===== src/rtl/apb_master_pkg.sv =====
// -----------------------------------------------------------------------------
// apb_master_pkg
// Shared types and constants for the parameterised APB master.
//   state_t : bus FSM states (IDLE, SETUP, ACCESS)
//   IDX_W   : width of the slave-index field taken from the top address bits
// -----------------------------------------------------------------------------
package apb_master_pkg;

    typedef enum logic [1:0] {
        IDLE   = 2'd0,
        SETUP  = 2'd1,
        ACCESS = 2'd2
    } state_t;

    localparam int IDX_W = 3;

endpackage


===== src/rtl/apb_master_wdog.sv =====
// -----------------------------------------------------------------------------
// apb_wdog
// ACCESS-phase watchdog for the APB master. It only exists in the design when
// APB_MASTER_TIMEOUT_EN is defined.
// Ports:
//   pclk   : clock
//   prst   : synchronous active-high reset
//   load   : restart the count (asserted while the FSM is in SETUP)
//   count  : one more ACCESS cycle without pready
//   expire : high during the LIMIT-th consecutive ACCESS cycle without pready
// -----------------------------------------------------------------------------
module apb_wdog #(
    parameter int LIMIT = 16
) (
    input  logic pclk,
    input  logic prst,
    input  logic load,
    input  logic count,
    output logic expire
);

    logic [7:0] cnt;

    // cnt holds the number of waited ACCESS cycles already completed, so the
    // current cycle is number cnt+1 and expiry fires when that reaches LIMIT.
    assign expire = count && (cnt == 8'(LIMIT - 1));

    always_ff @(posedge pclk) begin
        if (prst) begin
            cnt <= '0;
        end else if (load) begin
            cnt <= '0;
        end else if (count && !expire) begin
            cnt <= cnt + 8'd1;
        end
    end

endmodule


===== src/rtl/apb_master_param.sv =====
// -----------------------------------------------------------------------------
// apb_master_param
// Command-to-APB bridge: accepts one command at a time, decodes the slave from
// the top three address bits, runs a SETUP/ACCESS cycle and returns a one-cycle
// response pulse. Optional ACCESS timeout when APB_MASTER_TIMEOUT_EN is defined.
// Ports:
//   pclk, prst                    : clock, synchronous active-high reset
//   cmd_valid/cmd_ready           : command handshake
//   cmd_write/addr/wdata/strb     : command fields
//   rsp_valid/rsp_rdata/rsp_err   : completion pulse, read data, error flag
//   psel/penable/pwrite           : APB control (psel one-hot per slave)
//   paddr/pwdata/pstrb            : APB address and write payload
//   pready/pslverr/prdata         : muxed slave response
// -----------------------------------------------------------------------------
module apb_master_param
    import apb_master_pkg::*;
#(
    parameter int ADDR_W      = 8,
    parameter int DATA_W      = 8,
    parameter int NSLV        = 4,
    parameter int TIMEOUT_CYC = 16
) (
    input  logic                pclk,
    input  logic                prst,
    input  logic                cmd_valid,
    output logic                cmd_ready,
    input  logic                cmd_write,
    input  logic [ADDR_W-1:0]   cmd_addr,
    input  logic [DATA_W-1:0]   cmd_wdata,
    input  logic [DATA_W/8-1:0] cmd_strb,
    output logic                rsp_valid,
    output logic [DATA_W-1:0]   rsp_rdata,
    output logic                rsp_err,
    output logic [NSLV-1:0]     psel,
    output logic                penable,
    output logic                pwrite,
    output logic [ADDR_W-1:0]   paddr,
    output logic [DATA_W-1:0]   pwdata,
    output logic [DATA_W/8-1:0] pstrb,
    input  logic                pready,
    input  logic                pslverr,
    input  logic [DATA_W-1:0]   prdata
);

    state_t           state;
    state_t           state_n;
    logic [IDX_W-1:0] cmd_idx;
    logic [IDX_W-1:0] idx_q;
    logic             cmd_bad;
    logic             accept;
    logic             done;
    logic             timeout;
    logic             derr;
    logic             err_pend;

    assign cmd_idx   = cmd_addr[ADDR_W-1 -: IDX_W];
    assign cmd_bad   = (int'(cmd_idx) >= NSLV);
    assign cmd_ready = ((state == IDLE) && !prst) ||
                       ((state == ACCESS) && pready && !timeout);
    assign accept    = cmd_valid && cmd_ready;
    assign done      = (state == ACCESS) && pready;
    assign derr      = accept && cmd_bad;

`ifdef APB_MASTER_TIMEOUT_EN
    apb_wdog #(
        .LIMIT(TIMEOUT_CYC)
    ) u_wdog (
        .pclk  (pclk),
        .prst  (prst),
        .load  (state == SETUP),
        .count ((state == ACCESS) && !pready),
        .expire(timeout)
    );
`else
    logic unused_timeout_cfg;
    assign unused_timeout_cfg = (TIMEOUT_CYC > 0);
    assign timeout = 1'b0;
`endif

    always_ff @(posedge pclk) begin
        if (prst) begin
            state <= IDLE;
        end else begin
            state <= state_n;
        end
    end

    always_comb begin
        state_n = state;
        case (state)
            IDLE: begin
                if (accept && !cmd_bad) begin
                    state_n = SETUP;
                end
            end
            SETUP: begin
                state_n = ACCESS;
            end
            ACCESS: begin
                if (timeout) begin
                    state_n = IDLE;
                end else if (pready) begin
                    state_n = (accept && !cmd_bad) ? SETUP : IDLE;
                end
            end
            default: begin
                state_n = IDLE;
            end
        endcase
    end

    // Command fields are captured on every accept. A back-to-back accept lands
    // on the final ACCESS edge, so the old values stay stable through ACCESS.
    // Reads carry zero write data and strobes.
    always_ff @(posedge pclk) begin
        if (prst) begin
            paddr  <= '0;
            pwrite <= 1'b0;
            pwdata <= '0;
            pstrb  <= '0;
            idx_q  <= '0;
        end else if (accept) begin
            paddr  <= cmd_addr;
            pwrite <= cmd_write;
            pwdata <= cmd_write ? cmd_wdata : '0;
            pstrb  <= cmd_write ? cmd_strb : '0;
            idx_q  <= cmd_idx;
        end
    end

    // A decode error accepted on the same edge as a bus completion, or while
    // an earlier decode error is still waiting, is held in err_pend and
    // reported one cycle later, so no response is ever lost.
    always_ff @(posedge pclk) begin
        if (prst) begin
            rsp_valid <= 1'b0;
            rsp_err   <= 1'b0;
            rsp_rdata <= '0;
            err_pend  <= 1'b0;
        end else begin
            err_pend <= derr && (done || timeout || err_pend);
            if (done || timeout) begin
                rsp_valid <= 1'b1;
                rsp_err   <= timeout || pslverr;
                rsp_rdata <= (done && !pwrite && !pslverr) ? prdata : '0;
            end else if (derr || err_pend) begin
                rsp_valid <= 1'b1;
                rsp_err   <= 1'b1;
                rsp_rdata <= '0;
            end else begin
                rsp_valid <= 1'b0;
                rsp_err   <= 1'b0;
                rsp_rdata <= '0;
            end
        end
    end

    always_comb begin
        psel = '0;
        if (state != IDLE) begin
            for (int i = 0; i < NSLV; i++) begin
                if (int'(idx_q) == i) begin
                    psel[i] = 1'b1;
                end
            end
        end
    end

    assign penable = (state == ACCESS);

endmodule


===== config.mk =====
export PLATFORM = sky130hd
export DESIGN_NAME = apb_master_param
export DESIGN_NICKNAME = d
export VERILOG_FILES = /design/src/rtl/apb_master_pkg.sv /design/src/rtl/apb_master_wdog.sv /design/src/rtl/apb_master_param.sv
export SDC_FILE = /design/constraint.sdc
export NUM_CORES = 1
export LEC_CHECK = 0
export CAP_MARGIN = 20
export CORE_MARGIN = 5
export CORE_UTILIZATION = 60
export DETAILED_ROUTE_END_ITERATION = 10
export DONT_BUFFER_PORTS = 1
export PLACE_DENSITY_LB_ADDON = 0.2
export SLEW_MARGIN = 20
export SYNTH_ARGS = -nofsm -noshare
export SYNTH_HDL_FRONTEND = slang
export SYNTH_SLANG_ARGS = --single-unit

===== constraint.sdc =====
create_clock -name pclk -period 1.45 [get_ports pclk]
set_clock_uncertainty 0.05 [all_clocks]
set_input_delay 0.0725 -clock pclk [delete_from_list [all_inputs] [get_ports pclk]]
set_output_delay 0.0725 -clock pclk [all_outputs]
set_load 0.02 [all_outputs]

==> results.txt <==
----------------------------------------------------
[Timing]
  Unrepaired setup endpoints after global routing ... yes
  Setup violation total in the final timing report ... 0
  Slew @ Worst Pin ... 431.2 ps
  Final critical-path share of the clock period ... 98.90%
  Relative slew margins ... 71.22%
  Hold violation count in the final report ... 13
  Final Max Slew Viols ... 0
  Worst Hold Margin ... -245.1 ps
  Minimum period implied by the final worst setup slack ... 1434 ps
  Upper clock frequency limit ... 697.4 MHz

[Detailed routing]
  Routed wire length per instance ... 21.61 um
  Total via count after detailed routing ... 1232
  First DRT Iteration DRCs ... 84
  Avg Vias per Cell ... 6.553
  Count of unresolved DRC violations after routing ... 0
  Post-route antenna net violation count ... 0
  Total iterations of the first detailed-routing run ... 4
  Routed wire length ... 4.063 mm

[Placement]
  I/O Buffers ... 0
  RD Place Congestion ... 0.8410
  Post-Place Cells ... 159
  Post-DP HPWL ... 2.258 mm

[Critical path]
  Worst path max stage delay ... 390 ps
  List of cells traversed by the critical path ... buf_6 > o21bai_4 > nor3b_2 > buf_4
  CP Max Fanout ... 7
  Category of the worst setup path capture point ... output port
  Critical path launch point type ... flop
  CP Data Arrival Time ... 1310 ps
  Worst setup path class ... flop to output port
  Required time at the worst-slack endpoint ... 1330 ps
  Highest-delay cell along the critical path ... dfxtp_4

[Power and ir drop]
  Areal power density over the cells ... 1018 nW/um^2
  Maximum vdd drop ... 0.7812 mV
  Leakage power of the design ... 0.7293 nW

[Clock tree]
  Longest Clk Path Bufs ... 2
  Count of hold-fix buffers inserted at cts ... 19
  Clock sinks ... 31
  TritonCTS Buffers ... 5
  Worst-Skew Late Latency ... 330 ps
  TritonCTS clock tree ... yes
  Clock input transition at the sequential cells of the worst setup and hold paths ... 100 ps
  H-Tree Level Count ... 2
  Clock root buffer ... clkbuf_4

[Status]
  Outcome ... finished with violations
  Violated checks ... negative hold slack

[Synthesis]
  Ys flop type ... dfxtp_1
  Post-synth design cell area ... 1285 sq um
  Syn Nets ... 160
  Synth cell count leaders ... dfxtp_1, nand2_1, o211ai_1, and2_1, nand4_1
  Yosys synthesis warning count ... 0
  Library cell with the highest instance count after synthesis ... dfxtp_1
  Number of enable-type register cells in the synthesized netlist ... 0
  Count of state elements after synthesis ... 31
  Largest area contributor in the synthesized netlist ... dfxtp_1
  Cells after synthesis ... 129
  Share of synthesized registers carrying an async set or reset ... 0%
  Proportion of synthesized chip area in sequential cells ... 48.30%
  Leading post-synthesis cells by cell area ... dfxtp_1, o211ai_1, o41ai_2, nand2_1, and2_1
  Proportion of netlist area held by the largest area contributor ... 48.30%
  Count of unique library cells instantiated by Yosys ... 32
  Mapped Avg Cell Area ... 9.961 sq um

[Cells and area]
  Total of fill cells in the finished design ... 108
  Final antenna diode count ... 0
  Layout-stage area growth over the synthesis result ... 32.23%
  Post-route non-filler standard cell count ... 188
  Nets ... 191
  Ratio of cells with drive above 1 in the final layout ... 26.71%
  Util after Layout ... 84.88%

[Global routing]
  Global-route total usage across every layer ... 23.34%
  Wire length of the first global-routing pass ... 5.623 mm
  Maximum number of pins on one net before global-route repair ... 22
  Overflow left after global routing ... 0
  Initial antenna violation count ... 0
  Via count of the first global-routing pass ... 1183

[Floorplan]
  Die height ... 56.28 um
  Core outline area ... 2002 sq um
  Total I/O pin count ... 65
  Area enclosed by the die boundary ... 3167 sq um
  Effective utilization at floorplan ... 64.19%
  Number of rows in the core area ... 16
  Die boundary width ... 56.28 um

[Flow run]
  Max capacitance violation total ... 0

[Worst hold path]
  Worst hold path type ... input pin to flop

----------------------------------------------------
sequential cells by signal, summed over array words and instances, names as in the netlist:
signal     count
rsp_valid      1
err_pend       1
pwrite         1
pstrb          1
paddr          8
pwdata         8
state          2
rsp_rdata      8
rsp_err        1
cell families (layout without fill, tap and decap cells):
family                 after synthesis  count (layout)  synth area share [%]
AO/OA/AOI/OAI                       33              33                 22.98
AND/OR/NAND/NOR                     49              49                 20.93
flip-flops                          31              31                 48.30
buffers and inverters               15              47                 6.912
multiplexers                         1               1                0.8763
critical path: cells and delay by family, from the launching register on:
family | cells | cell delay, ps
and+or+nand+nor | 1 | 210
buffers and inverters | 2 | 290
DFF | 1 | 390
AOI/OAI and AO/OA | 1 | 90
final timing paths:
kind,startpoint,cells after the start,endpoint,slack (ps)
min,prst,1,paddr[7]$_SDFFE_PP0P_,-250
max reg2reg,state[0]$_SDFFE_PP0P_,5,rsp_rdata[6]$_SDFF_PP0_,70
min reg2reg,pwdata[4]$_SDFFE_PP0P_,2,pwdata[4]$_SDFFE_PP0P_,550
max,state[1]$_SDFFE_PP0P_,4,psel[2],20
where the power goes:
| part | internal [mW] | switching, mW | leakage, nW |
|---|---|---|---|
| Combinational | 0.101 | 0.112 | 0.436 |
| Clock | 0.285 | 0.289 | 0.0386 |
| Sequential | 0.882 | 0.0597 | 0.254 |
per-stage QoR:
step	total power, mW	setup slack, ps	TNS (ps)	hold WS, ps	area (sq um)
final	1.729	16.00	0	-245.1	1699
after global routing	1.798	-37.50	-93.52	-275.7	1699
after CTS	1.702	-26.33	-59.00	-258.5	1642
after detailed placement	1.099	121.1	0	96.59	1360
after global placement	1.093	186.2	0	97.50	1360
after floorplan	1.069	69.18	0	101.0	1285
what timing repair did:
item                       4_1_cts  5_1_grt
resized for setup                6       12
setup buffers                    0        2
setup endpoints to repair        5        5
hold endpoints to repair        31       13
pin swaps                        0        3
area by class of cell:
cell class | count | area, sq um | area share, %
flip-flops and latches | 31 | 628.1 | 36.97
multi-input cells | 83 | 620.6 | 36.52
repair buffers | 37 | 340.3 | 20.03
clock buffers | 8 | 68.82 | 4.050
well taps | 27 | 33.78 | 1.988
inverters | 2 | 7.507 | 0.4418
layout by cell type (no fill, tap or decap), types with 2 or more instances in the layout:
cell type       n
nand2b_1        2
clkbuf_8        2
nor3_1          3
o211a_1         2
o211ai_1       14
buf_6           4
a41o_1          2
nor2b_1         3
clkbuf_4        5
a21oi_1         3
nor2_1          2
dfxtp_2         3
nand2_1        15
dfxtp_1        27
dlygate4sd3_1  19
nor3b_2         2
and2_1          8
o41ai_1         3
nand4_1         8
o41ai_2         4
buf_4          14
per-layer routing:
metal  share of wire, %  track usage [%]
met3                 11            11.47
met1                 36            23.97
met5                  0                0
met4                3.0            12.88
met2                 50            38.56
No activity file was read; power rests on OpenSTA's default activity.
